### config.mk
export PLATFORM = sky130hd
export DESIGN_NAME = imem_loader
export DESIGN_NICKNAME = d
export VERILOG_FILES = /design/src/rtl/imem_loader_pkg.sv /design/src/rtl/imem_loader_stream_byte_sink.sv /design/src/rtl/imem_loader.sv
export SDC_FILE = /design/constraint.sdc
export NUM_CORES = 1
export LEC_CHECK = 0
export ABC_AREA = 1
export CORE_MARGIN = 1.5
export CORE_UTILIZATION = 55
export DETAILED_ROUTE_END_ITERATION = 10
export PLACE_DENSITY = 0.83
export SLEW_MARGIN = 0
export SYNTH_ARGS = -nofsm -noshare
export SYNTH_HDL_FRONTEND = slang
export SYNTH_HIERARCHICAL = 1
export SYNTH_SLANG_ARGS = --single-unit
### constraint.sdc
create_clock -name clk -period 4.3 [get_ports clk]
set_input_delay 1.29 -clock clk [delete_from_list [all_inputs] [get_ports clk]]
set_output_delay 1.29 -clock clk [all_outputs]
set_load 0.02 [all_outputs]
### src/rtl/imem_loader_pkg.sv
// Shared instruction-memory loader constants.
//   IMEM_ADDR_W   : default byte-address width of the instruction memory
//   FRAME_HDR_LEN : number of little-endian length bytes that open a frame
package imem_loader_pkg;

    localparam int unsigned IMEM_ADDR_W   = 10;
    localparam int unsigned FRAME_HDR_LEN = 4;

    // Memory capacity in bytes. It is returned as 32 bits so that it can be
    // compared directly against the 32-bit frame length.
    function automatic logic [31:0] imem_capacity(input int unsigned aw);
        return 32'(1) << aw;
    endfunction

endpackage

### src/rtl/imem_loader_stream_byte_sink.sv
// Stream byte sink: valid/ready acceptance plus a one-cycle registered
// instruction-memory write stage.
//   clk, rst            : clock, asynchronous active-low reset
//   ready               : loader is able to take a byte (state-derived)
//   in_valid, in_data   : incoming stream byte
//   wr_sel              : an accepted byte is payload and must be written
//   wr_addr             : target address for an accepted payload byte
//   accept              : byte transfers on this edge
//   mem_we/addr/wdata   : registered byte write, one cycle after acceptance
module stream_byte_sink
    import imem_loader_pkg::*;
#(
    parameter int unsigned ADDR_W = IMEM_ADDR_W
) (
    input  logic              clk,
    input  logic              rst,
    input  logic              ready,
    input  logic              in_valid,
    input  logic [7:0]        in_data,
    input  logic              wr_sel,
    input  logic [ADDR_W-1:0] wr_addr,
    output logic              accept,
    output logic              mem_we,
    output logic [ADDR_W-1:0] mem_addr,
    output logic [7:0]        mem_wdata
);

    logic              mem_we_q, mem_we_d;
    logic [ADDR_W-1:0] mem_addr_q, mem_addr_d;
    logic [7:0]        mem_wdata_q, mem_wdata_d;

    always_comb begin
        accept      = in_valid & ready;
        mem_we_d    = accept & wr_sel;
        mem_addr_d  = mem_addr_q;
        mem_wdata_d = mem_wdata_q;
        // Address/data hold their last value outside a write.
        if (mem_we_d) begin
            mem_addr_d  = wr_addr;
            mem_wdata_d = in_data;
        end
    end

    always_ff @(posedge clk or negedge rst) begin
        if (!rst) begin
            mem_we_q    <= 1'b0;
            mem_addr_q  <= '0;
            mem_wdata_q <= '0;
        end else begin
            mem_we_q    <= mem_we_d;
            mem_addr_q  <= mem_addr_d;
            mem_wdata_q <= mem_wdata_d;
        end
    end

    assign mem_we    = mem_we_q;
    assign mem_addr  = mem_addr_q;
    assign mem_wdata = mem_wdata_q;

endmodule

### src/rtl/imem_loader.sv
// Instruction-memory program loader. It takes a framed byte stream
// (4-byte LE length N, N payload bytes, XOR checksum byte), writes the
// payload to byte addresses 0..N-1 and holds the CPU in reset until the
// checksum of a complete image matches.
//   clk, rst            : clock, asynchronous active-low reset
//   start               : arms a new load from IDLE, DONE or ERR
//   in_valid/in_ready   : stream handshake, in_data is the byte
//   mem_we/addr/wdata   : instruction-memory byte write port
//   cpu_rst             : active-high CPU reset hold
//   done / err          : level status of the last load
module imem_loader
    import imem_loader_pkg::*;
#(
    parameter int unsigned ADDR_W = IMEM_ADDR_W
) (
    input  logic              clk,
    input  logic              rst,
    input  logic              start,
    input  logic              in_valid,
    input  logic [7:0]        in_data,
    output logic              in_ready,
    output logic              mem_we,
    output logic [ADDR_W-1:0] mem_addr,
    output logic [7:0]        mem_wdata,
    output logic              cpu_rst,
    output logic              done,
    output logic              err
);

    localparam int unsigned CNT_W = ADDR_W + 1;
    localparam logic [31:0] CAP   = imem_capacity(ADDR_W);

    typedef enum logic [2:0] {
        S_IDLE, S_LEN, S_DATA, S_CSUM, S_DONE, S_ERR
    } state_e;

    state_e           state_q, state_d;
    logic [31:0]      len_q, len_d;
    logic [CNT_W-1:0] cnt_q, cnt_d;
    logic [7:0]       csum_q, csum_d;

    logic             ready, wr_sel, accept;
    logic [31:0]      len_next;
    logic [CNT_W-1:0] cnt_inc;

    always_comb begin
        state_d  = state_q;
        len_d    = len_q;
        cnt_d    = cnt_q;
        csum_d   = csum_q;
        ready    = (state_q == S_LEN) || (state_q == S_DATA) || (state_q == S_CSUM);
        wr_sel   = (state_q == S_DATA);
        len_next = {in_data, len_q[31:8]};
        cnt_inc  = cnt_q + 1'b1;

        case (state_q)
            S_IDLE, S_DONE, S_ERR: begin
                if (start) begin
                    state_d = S_LEN;
                    len_d   = '0;
                    cnt_d   = '0;
                    csum_d  = '0;
                end
            end
            S_LEN: begin
                if (accept) begin
                    len_d = len_next;
                    cnt_d = cnt_inc;
                    // The counter is reused as the payload index, so it
                    // restarts from zero once the header is complete.
                    if (cnt_q == CNT_W'(FRAME_HDR_LEN - 1)) begin
                        cnt_d = '0;
                        if (len_next > CAP)
                            state_d = S_ERR;
                        else if (len_next == '0)
                            state_d = S_CSUM;
                        else
                            state_d = S_DATA;
                    end
                end
            end
            S_DATA: begin
                if (accept) begin
                    csum_d = csum_q ^ in_data;
                    cnt_d  = cnt_inc;
                    if (32'(cnt_inc) == len_q)
                        state_d = S_CSUM;
                end
            end
            S_CSUM: begin
                if (accept)
                    state_d = (in_data == csum_q) ? S_DONE : S_ERR;
            end
            default: state_d = S_IDLE;
        endcase
    end

    always_ff @(posedge clk or negedge rst) begin
        if (!rst) begin
            state_q <= S_IDLE;
            len_q   <= '0;
            cnt_q   <= '0;
            csum_q  <= '0;
        end else begin
            state_q <= state_d;
            len_q   <= len_d;
            cnt_q   <= cnt_d;
            csum_q  <= csum_d;
        end
    end

    stream_byte_sink #(
        .ADDR_W (ADDR_W)
    ) u_sink (
        .clk       (clk),
        .rst       (rst),
        .ready     (ready),
        .in_valid  (in_valid),
        .in_data   (in_data),
        .wr_sel    (wr_sel),
        .wr_addr   (cnt_q[ADDR_W-1:0]),
        .accept    (accept),
        .mem_we    (mem_we),
        .mem_addr  (mem_addr),
        .mem_wdata (mem_wdata)
    );

    assign in_ready = ready;
    assign done     = (state_q == S_DONE);
    assign err      = (state_q == S_ERR);
    assign cpu_rst  = (state_q != S_DONE);

endmodule

# ---- Yosys cells after proc, flatten, opt, wreduce, memory -nomap -nowiden
# Index checks and enable logic that the tools add are counted.
dict set report word_totals {
  regBits 73
  output_inout_bits 23
  elab_cells 60
}
dict set report op_classes {
  order_cmp 1
  addsub 1
  n_reduce_logical 12
  eq_ne 15
  mux 21
  bitwise 3
}
# op n
set op_table {}
lappend op_table {{two-way mux 32 bit} 2}
lappend op_table {{case mux 32 bit (2 select lines)} 1}
lappend op_table {{two-way mux 11 bit} 4}
lappend op_table {{case mux 11 bit (3 select lines)} 1}
lappend op_table {{== test 11 x 32 -> 1 bit} 1}
lappend op_table {{> comparator 32 x 11 -> 1 bit (second input constant)} 1}
lappend op_table {{logical NOT 32 bit} 1}
lappend op_table {{two-way mux 3 bit} 7}
lappend op_table {{two-way mux 8 bit} 2}
lappend op_table {{case mux 8 bit (2 select lines)} 1}
lappend op_table {{case mux 3 bit (4 select lines)} 1}
lappend op_table {{adder 11 x 1 -> 11 bit (second input constant)} 1}
lappend op_table {{== test 11 x 2 -> 1 bit (second input constant)} 1}
lappend op_table {{!= test 2 bit (second input constant)} 5}
lappend op_table {{== test 8 bit} 1}
lappend op_table {{bitwise XOR 8 bit} 1}
lappend op_table {{== test 3 x 2 -> 1 bit (second input constant)} 2}
lappend op_table {{== test 3 bit (second input constant)} 2}
lappend op_table {{AND reduction 3 bit} 2}
lappend op_table {{AND reduction 6 bit} 1}
lappend op_table {{AND reduction 4 bit} 1}
lappend op_table {{nonzero test 2 bit} 2}
lappend op_table {{== test 3 x 1 -> 1 bit (second input constant)} 1}
lappend op_table {{logical NOT 3 bit} 1}
lappend op_table {{other kinds (7)} 10}

# ---- Depth between registers and ports, before layout
# Gate-level depths: netlist of run 1.
dict set report logic_depth {
  word_depth 6
  depth_mapped 19
  depth_no_buf 17
}

# ---- Modules after synthesis
# Netlist of run 1, hierarchy kept.
# module area_per_inst_um2 instances cells_each
set modules_own_cells {}
lappend modules_own_cells {imem_loader 3065.4 1 407}
lappend modules_own_cells {stream_byte_sink 823.3 1 84}

# ---- Worst setup path after synthesis of run 1
# Ideal clock, no wire load.
dict set report synth_path {
  path_kind {reg-to-reg}
  startpoint {register state_q[2]}
  endpoint {register csum_q[0]}
  synth_period_minus_slack_ps 2767
  slack_ps 1533
  stages_incl_launch_ff 12
  required_ps 4175
  t_arrival_ps 2642
  path_buffers 3
  cell_sequence {dfrtp_1 -> o21ai_0 -> buf_4 -> buf_6 -> nand2_1 -> inv_1 -> inv_1 -> nand3_1 -> nand2_1 -> a21oi_1 -> buf_2 -> mux2_2}
}
dict set report synth_between {
  elab_chain_len 6
  elab_cells_between_ends 15
  classes_between {eq/ne (7); mux (1); bitwise (1); reduce/logical (6)}
}
# element line
set synth_lines {}
lappend synth_lines {{from (decl)} imem_loader.sv:37} ;# state_e state_q, state_d;
lappend synth_lines {{from (signal assigned)} imem_loader.sv:105} ;# state_q <= state_d;
lappend synth_lines {{== test 3 x 1 -> 1 bit / == test 3 x 2 -> 1 bit (equally long branches)} imem_loader.sv:51} ;# ready = (state_q == S_LEN) || (state_q == S_DATA) || (state_q == S_CSUM);
lappend synth_lines {{logical OR 1 bit} imem_loader.sv:51}
lappend synth_lines {{logical OR 1 bit *} imem_loader.sv:51}
lappend synth_lines {{named net in_ready} imem_loader.sv:21} ;# output logic in_ready,
lappend synth_lines {{AND 1 bit *} imem_loader_stream_byte_sink.sv:33} ;# accept = in_valid & ready;
lappend synth_lines {{named net accept} imem_loader.sv:42} ;# logic ready, wr_sel, accept;
lappend synth_lines {{!= test 2 bit (no line) *} --}
lappend synth_lines {{AND reduction 3 bit (no line) *} --}
lappend synth_lines {{to (signal assigned)} imem_loader.sv:108} ;# csum_q <= csum_d;
lappend synth_lines {{to (decl)} imem_loader.sv:40} ;# logic [7:0] csum_q, csum_d;
# Mark *: on every way through the listed nets, which the timed path passes. The rest lies on a longest branch.
# A chain may end at the register's enable or synchronous reset.

# ---- Worst setup path after layout of run 1
dict set report layout_path {
  startpoint {register state_q[2]}
  endpoint {output port in_ready}
}
dict set report layout_between {
  elab_chain_len 3
  elab_cells_between_ends 5
  classes_between {eq/ne (3); reduce/logical (2)}
}
# element line
set layout_lines {}
lappend layout_lines {{== test 3 x 1 -> 1 bit / == test 3 x 2 -> 1 bit (equally long branches)} imem_loader.sv:51}
lappend layout_lines {{logical OR 1 bit} imem_loader.sv:51}
lappend layout_lines {{logical OR 1 bit *} imem_loader.sv:51}
lappend layout_lines {{to (decl)} imem_loader.sv:21}
# Every way passes the cells marked *; elsewhere a longest branch is shown, timed or not.

==> results of run 1 <==
==> routing by layer <==
metal	vias to the layer above	share of wire, %	wire, µm	global-route usage [%]
li1	1671	-	-	-
met1	1599	46	4000	34.7
met2	97	48	4110	39.9
met3	9	5.0	435	7.49
met4	0	1.0	90	8.06
met5	-	0	0	0
==> worst paths after layout <==
path / depth (start not counted) / start / slack [ns] / to
worst max-delay path: 5 / state_q[2]$_DFFE_PN0P_ / 1.01 / in_ready
worst min-delay path: 2 / u_sink/mem_addr[1]$_DFFE_PN0P_ / 0.48 / u_sink/mem_addr[1]$_DFFE_PN0P_
worst max register to register: 11 / state_q[2]$_DFFE_PN0P_ / 2.00 / len_q[30]$_DFFE_PN0P_
worst min register to register: 2 / u_sink/mem_addr[1]$_DFFE_PN0P_ / 0.48 / u_sink/mem_addr[1]$_DFFE_PN0P_
max in group asynchronous: 2 / rst / 2.57 / u_sink/mem_addr[7]$_DFFE_PN0P_
min in group asynchronous: 1 / rst / 1.05 / u_sink/mem_addr[0]$_DFFE_PN0P_
==> worst max-delay path: cells and delay by family, from the launching register on <==
family | cells | cell delay, ns
flip-flops | 1 | 0.46
buffers and inverters | 3 | 0.98
AND/OR/NAND/NOR | 1 | 0.11
AO/OA/AOI/OAI | 1 | 0.10
==> per-stage QoR <==
step | setup WS (ns) | instances | area (µm²)
4_1_cts | 1.01 | 624 | 4450
3_3_place_gp | 1.04 | 608 | 4270
5_1_grt | 0.876 | 624 | 4450
3_5_place_dp | 1.04 | 608 | 4270
2_1_floorplan | 1.53 | 491 | 3890
6_report | 1.01 | 624 | 4450
==> area by class of cell <==
cell class	instances	area (µm²)
clock inverter	5	30.0
timing repair buffer	40	393
tap	96	120
inverter	63	238
clock buffer	11	151
multi-input combinational	336	1690
sequential	73	1830
fill	581	2380
==> cell families after synthesis <==
family,count (synthesis),synth area share [%]
xor+xnor,8,1.80
mux,4,1.16
flops,73,47.0
simple gates,264,31.7
buf+inv,82,9.75
fa+ha+maj,1,0.322
compound gates,59,8.27
==> registers in the layout, summed over array words and instances (netlist names) <==
| name | count |
|---|---|
| len_q | 32 |
| cnt_q | 11 |
| u_sink/mem_addr | 10 |
| csum_q | 8 |
| u_sink/mem_wdata | 8 |
| state_q | 3 |
| u_sink/mem_we | 1 |
==> cells in the final DEF (no fill, tap or decap), drive strengths merged <==
cell type / n
inv: 61
a31oi: 1
nand3: 69
a21oi: 7
o21bai: 1
o21ai: 41
o21a: 1
xor2: 4
buf: 7
clkinv: 5
xnor2: 4
dfrtp: 73
clkdlybuf4s50: 33
o22ai: 8
clkinvlp: 2
nor3: 5
ha: 1
nor2: 43
nor4: 1
clkbuf: 11
nand2: 121
and2: 1
nand4: 24
mux2: 4
==> power groups by stage <==
stage	Sequential (mW)	Clock, mW	Combinational (mW)
floorplan	0.886	0	0.693
global placement	0.919	0	0.863
detailed placement	0.925	0	0.883
CTS	0.912	0.495	0.890
global route	0.928	0.531	1.01
finish	0.914	0.489	0.895
==> impl_metrics.ini, run 1 <==
[synthesis]
ys_ff_latch = 73
yosysMostFrequentCell = nand2_1
synth_top_area_share_pct = 47.0
synth-main-ff-cell = dfrtp_1
ys_async_sr_fraction_pct = 100
yosys-top-cells-count = nand2_1, dfrtp_1, nand3_1
yosysWarnings = 6
synth_nets = 504
syn_avg_cell_area_um2 = 7.92
synth_edf_count = 0
synth_cell_type_count = 37
syn_area_um2 = 3890
synth_top_area_cell = dfrtp_1
ys_seq_area_share_pct = 47.0
synth_top_cells_by_area = dfrtp_1, nand2_1, nand3_1
netlist_instances = 491

[clock_tree]
clock_latency_ns = 0.35
cts_resized = 0
path_clk_slew_ns = 0.07
cts_tree = done
root_buffer = clkbuf_8
cts_max_level = 3
clock-sinks = 73
cts_max_path_buffers = 2
cts_made_buffers = 9
post_cts_buffers = 0
ctsHoldBuffers = 0

[setup_path]
worst-setup-path-type = reg2out
end_kind = output port
crit_fanout = 21
slowest_stage = clkdlybuf4s50_1
slowest_delay_ns = 0.65
startpoint_type = register
cp.required_ns = 3.01
worstPathCellList = inv_2 > nand2_2 > o21ai_1 > buf_4 > clkdlybuf4s50_1
arrival_ns = 2.00

[power_and_ir_drop]
seq_power_share_pct = 39.8
ir_drop_v = 0.000361
netSwitchingFraction_pct = 42.5
power.switching_uw = 977
pwr_density_cell_nw_per_um2 = 516
totalPowerFinal_mw = 2.30
internal_power_mw = 1.32
pwr-share-clk_pct = 21.3
leakagePower_nw = 2.10
combPwrFrac_pct = 38.9

[timing]
fin_tns_setup_ns = 0
hold_viol_final = 0
maxSlewViolCount = 0
clock_skew_ns = 0.00561
slew_headroom_pct = 40.5
rsz0062_at_grt = no
worst_pin_slew_ns = 0.887
period_needed_ns = 3.29
period_share_pct = 76.5
hold_slack_ns = 0.483
setup_violations = 0
max_clock_freq_ghz = 0.304

[grt]
grt.total_usage_pct = 25.7
grt_max_degree = 65
antenna_found_initial = 0
grt_pass1_vias = 3179
grt_pass1_wl_mm = 15.0
grt-ovfl-total = 0

[final_layout]
drive_above_1_share_pct = 9.85
area_delta_synth_final_pct = 14.4
diodes = 0
final_util_pct = 65.1
fin_nets = 536

[floorplan]
placementRows = 30
fp.dieArea_um2 = 7580
core_um2 = 6830
ios = 35
chipHeight_um = 87.1
die-width_um = 87.1
start_util_pct = 56.9

[place]
place_congestion = 0.895
dp_hpwl_mm = 6.21
port_buffers = 34

[routing]
detail-route-antenna-nets = 0
drt_iter0_drc = 300
finalWirelength_mm = 8.64
viasPerCell = 5.41
route.vias.total = 3376
firstDrtPassIters = 5
drc = 0
post_drt_wl_per_cell_um = 13.8

[status]
status = completed

[flow_run]
max-cap-violations = 0

[worst_hold_path]
hold_path_class = reg2reg
(Power assumes the default switching activity.)
==> run 2: changes to the inputs <==
--- a/config.mk
+++ b/config.mk
@@ -7,9 +7,9 @@
 export LEC_CHECK = 0
 export ABC_AREA = 1
 export CORE_MARGIN = 1.5
-export CORE_UTILIZATION = 55
+export CORE_UTILIZATION = 52
 export DETAILED_ROUTE_END_ITERATION = 10
-export PLACE_DENSITY = 0.83
+export PLACE_DENSITY = 0.82
 export SLEW_MARGIN = 0
 export SYNTH_ARGS = -nofsm -noshare
 export SYNTH_HDL_FRONTEND = slang
==> constraint.sdc (replaced) <==
create_clock -name clk -period 2.7 [get_ports clk]
set_input_delay 0.81 -clock clk [delete_from_list [all_inputs] [get_ports clk]]
set_output_delay 0.81 -clock clk [all_outputs]
set_load 0.02 [all_outputs]
==> impl_metrics.ini, run 2 (synthesis gave the netlist of run 1 again) <==
[status]
status = completed

[setup_path]
end_kind = output port
crit_fanout = 10
worst-setup-path-type = reg2out
arrival_ns = 1.78
startpoint_type = register
cp.required_ns = 1.89
rr_worst_depth = 12
r2r_slack_ns = 0.32

[power_and_ir_drop]
ir_drop_v = 0.000412
totalPowerFinal_mw = 3.62
leakagePower_nw = 2.11
pwr_density_cell_nw_per_um2 = 812

[floorplan]
core_um2 = 7250
ios = 35
die-width_um = 89.5
start_util_pct = 53.6
placementRows = 31
chipHeight_um = 89.5
fp.dieArea_um2 = 8010

[grt]
grt.total_usage_pct = 23.3
grt_pass1_vias = 3063
grt-ovfl-total = 0
grt_pass1_wl_mm = 14.1
grt_max_degree = 65
antenna_found_initial = 0

[timing]
period_needed_ns = 2.59
maxSlewViolCount = 0
max_clock_freq_ghz = 0.385
slew_headroom_pct = 64.4
period_share_pct = 96.1
setup_violations = 0
worst_pin_slew_ns = 0.533
clock_skew_ns = 0.00500
hold_slack_ns = 0.482
rsz0062_at_grt = no
hold_viol_final = 0
setup_slack_ns = 0.105

[clock_tree]
cts_made_buffers = 9
cts_max_path_buffers = 2
root_buffer = clkbuf_8
path_clk_slew_ns = 0.07
ctsHoldBuffers = 0
clock_latency_ns = 0.34
cts_max_level = 3
post_cts_buffers = 0
clock-sinks = 73
cts_tree = done

[place]
postPlaceCellArea_um2 = 4300
dp_slack_ns = -0.0643
place_congestion = 0.854
dp_hpwl_mm = 6.37
port_buffers = 34

[worst_hold_path]
hold_path_class = reg2reg
hold_depth = 2

[final_layout]
diodes = 0
fin_area_um2 = 4460
fin_nets = 540
final_cell_mix = nand2_1, dfrtp_1, nand3_1, inv_1, nor2_1
final_util_pct = 61.5
top_register = len_q
final_common_cell = nand2_1
area_delta_synth_final_pct = 14.7
drive_above_1_share_pct = 9.64
largest_reg_flops = 32

[routing]
finalWirelength_mm = 8.68
post_drt_wl_per_cell_um = 13.8
firstDrtPassIters = 5
viasPerCell = 5.41
drt_iter0_drc = 305
detail-route-antenna-nets = 0
route.vias.total = 3398
drc = 0

[flow_run]
max-cap-violations = 0
==> run 2: cell types whose count changed in the layout (fill, tap and decap cells not counted) <==
cell	previous run	this run
a21oi_2	1	0
a21oi_4	0	1
clkbuf_8	11	10
clkinv_2	4	2
clkinvlp_4	2	0
buf_4	5	9
clkbuf_1	0	2
==> run 2: area by class of cell <==
class | instances | area [µm²]
Fill cell | 628 | 2790
Sequential cell | 73 | 1830
Multi-Input combinational cell | 336 | 1700
Timing Repair Buffer | 44 | 423
Inverter | 63 | 238
Clock buffer | 12 | 145
Tap cell | 99 | 124
Clock inverter | 1 | 5.00
==> run 2: report_power, final <==
part | internal [mW] | switching [mW]
combinational | 0.486 | 0.988
clock | 0.343 | 0.362
sequential | 1.27 | 0.176
total | 2.10 | 1.53
==> run 2: timing repair <==
action,CTS,global route
hold endpoints to repair,0,0
endpoints found under the setup margin,0,8
gates resized for setup,0,1
==> run 2: metal layers <==
layer  vias up  part of all wire, %  global-route usage, %
li1       1682                    -                      -
met4         0                  2.1                   10.6
met2        93                   48                   36.5
met1      1607                   45                   31.9
met3        16                  4.8                   3.69
met5         -                    0                      0
==> run 2: final timing paths <==
path | startpoint | endpoint
worst min-delay path | u_sink/mem_addr[4]$_DFFE_PN0P_ | u_sink/mem_addr[4]$_DFFE_PN0P_
max in group asynchronous | rst | csum_q[1]$_DFFE_PN0P_
worst min register to register | u_sink/mem_addr[4]$_DFFE_PN0P_ | u_sink/mem_addr[4]$_DFFE_PN0P_
worst max-delay path | state_q[1]$_DFFE_PN0P_ | done
min in group asynchronous | rst | cnt_q[10]$_DFFE_PN0P_
worst max register to register | state_q[2]$_DFFE_PN0P_ | cnt_q[4]$_DFFE_PN0P_
==> run 2: stage by stage <==
step / setup TNS (ns) / instances
5_1_grt: 0 / 628
4_1_cts: 0 / 628
3_5_place_dp: -0.343 / 615
3_3_place_gp: 0 / 615
6_report: 0 / 628
2_1_floorplan: 0 / 491
==> run 2: critical path, cell delays in order (launching register included) <==
cell             delay (ns)
dfrtp_1                0.39
inv_2                  0.16
nand2_1                0.09
nor2_1                 0.16
clkdlybuf4s50_1        0.64
==> run 3: changes to the inputs <==
--- a/config.mk
+++ b/config.mk
@@ -6,6 +6,7 @@
 export NUM_CORES = 1
 export LEC_CHECK = 0
 export ABC_AREA = 1
+export ABC_CLOCK_PERIOD_IN_PS = 2700
 export CORE_MARGIN = 1.5
 export CORE_UTILIZATION = 52
 export DETAILED_ROUTE_END_ITERATION = 10
==> results of run 3 <==
Same layout as run 2: the final DEF is identical, and so are final timing and power.
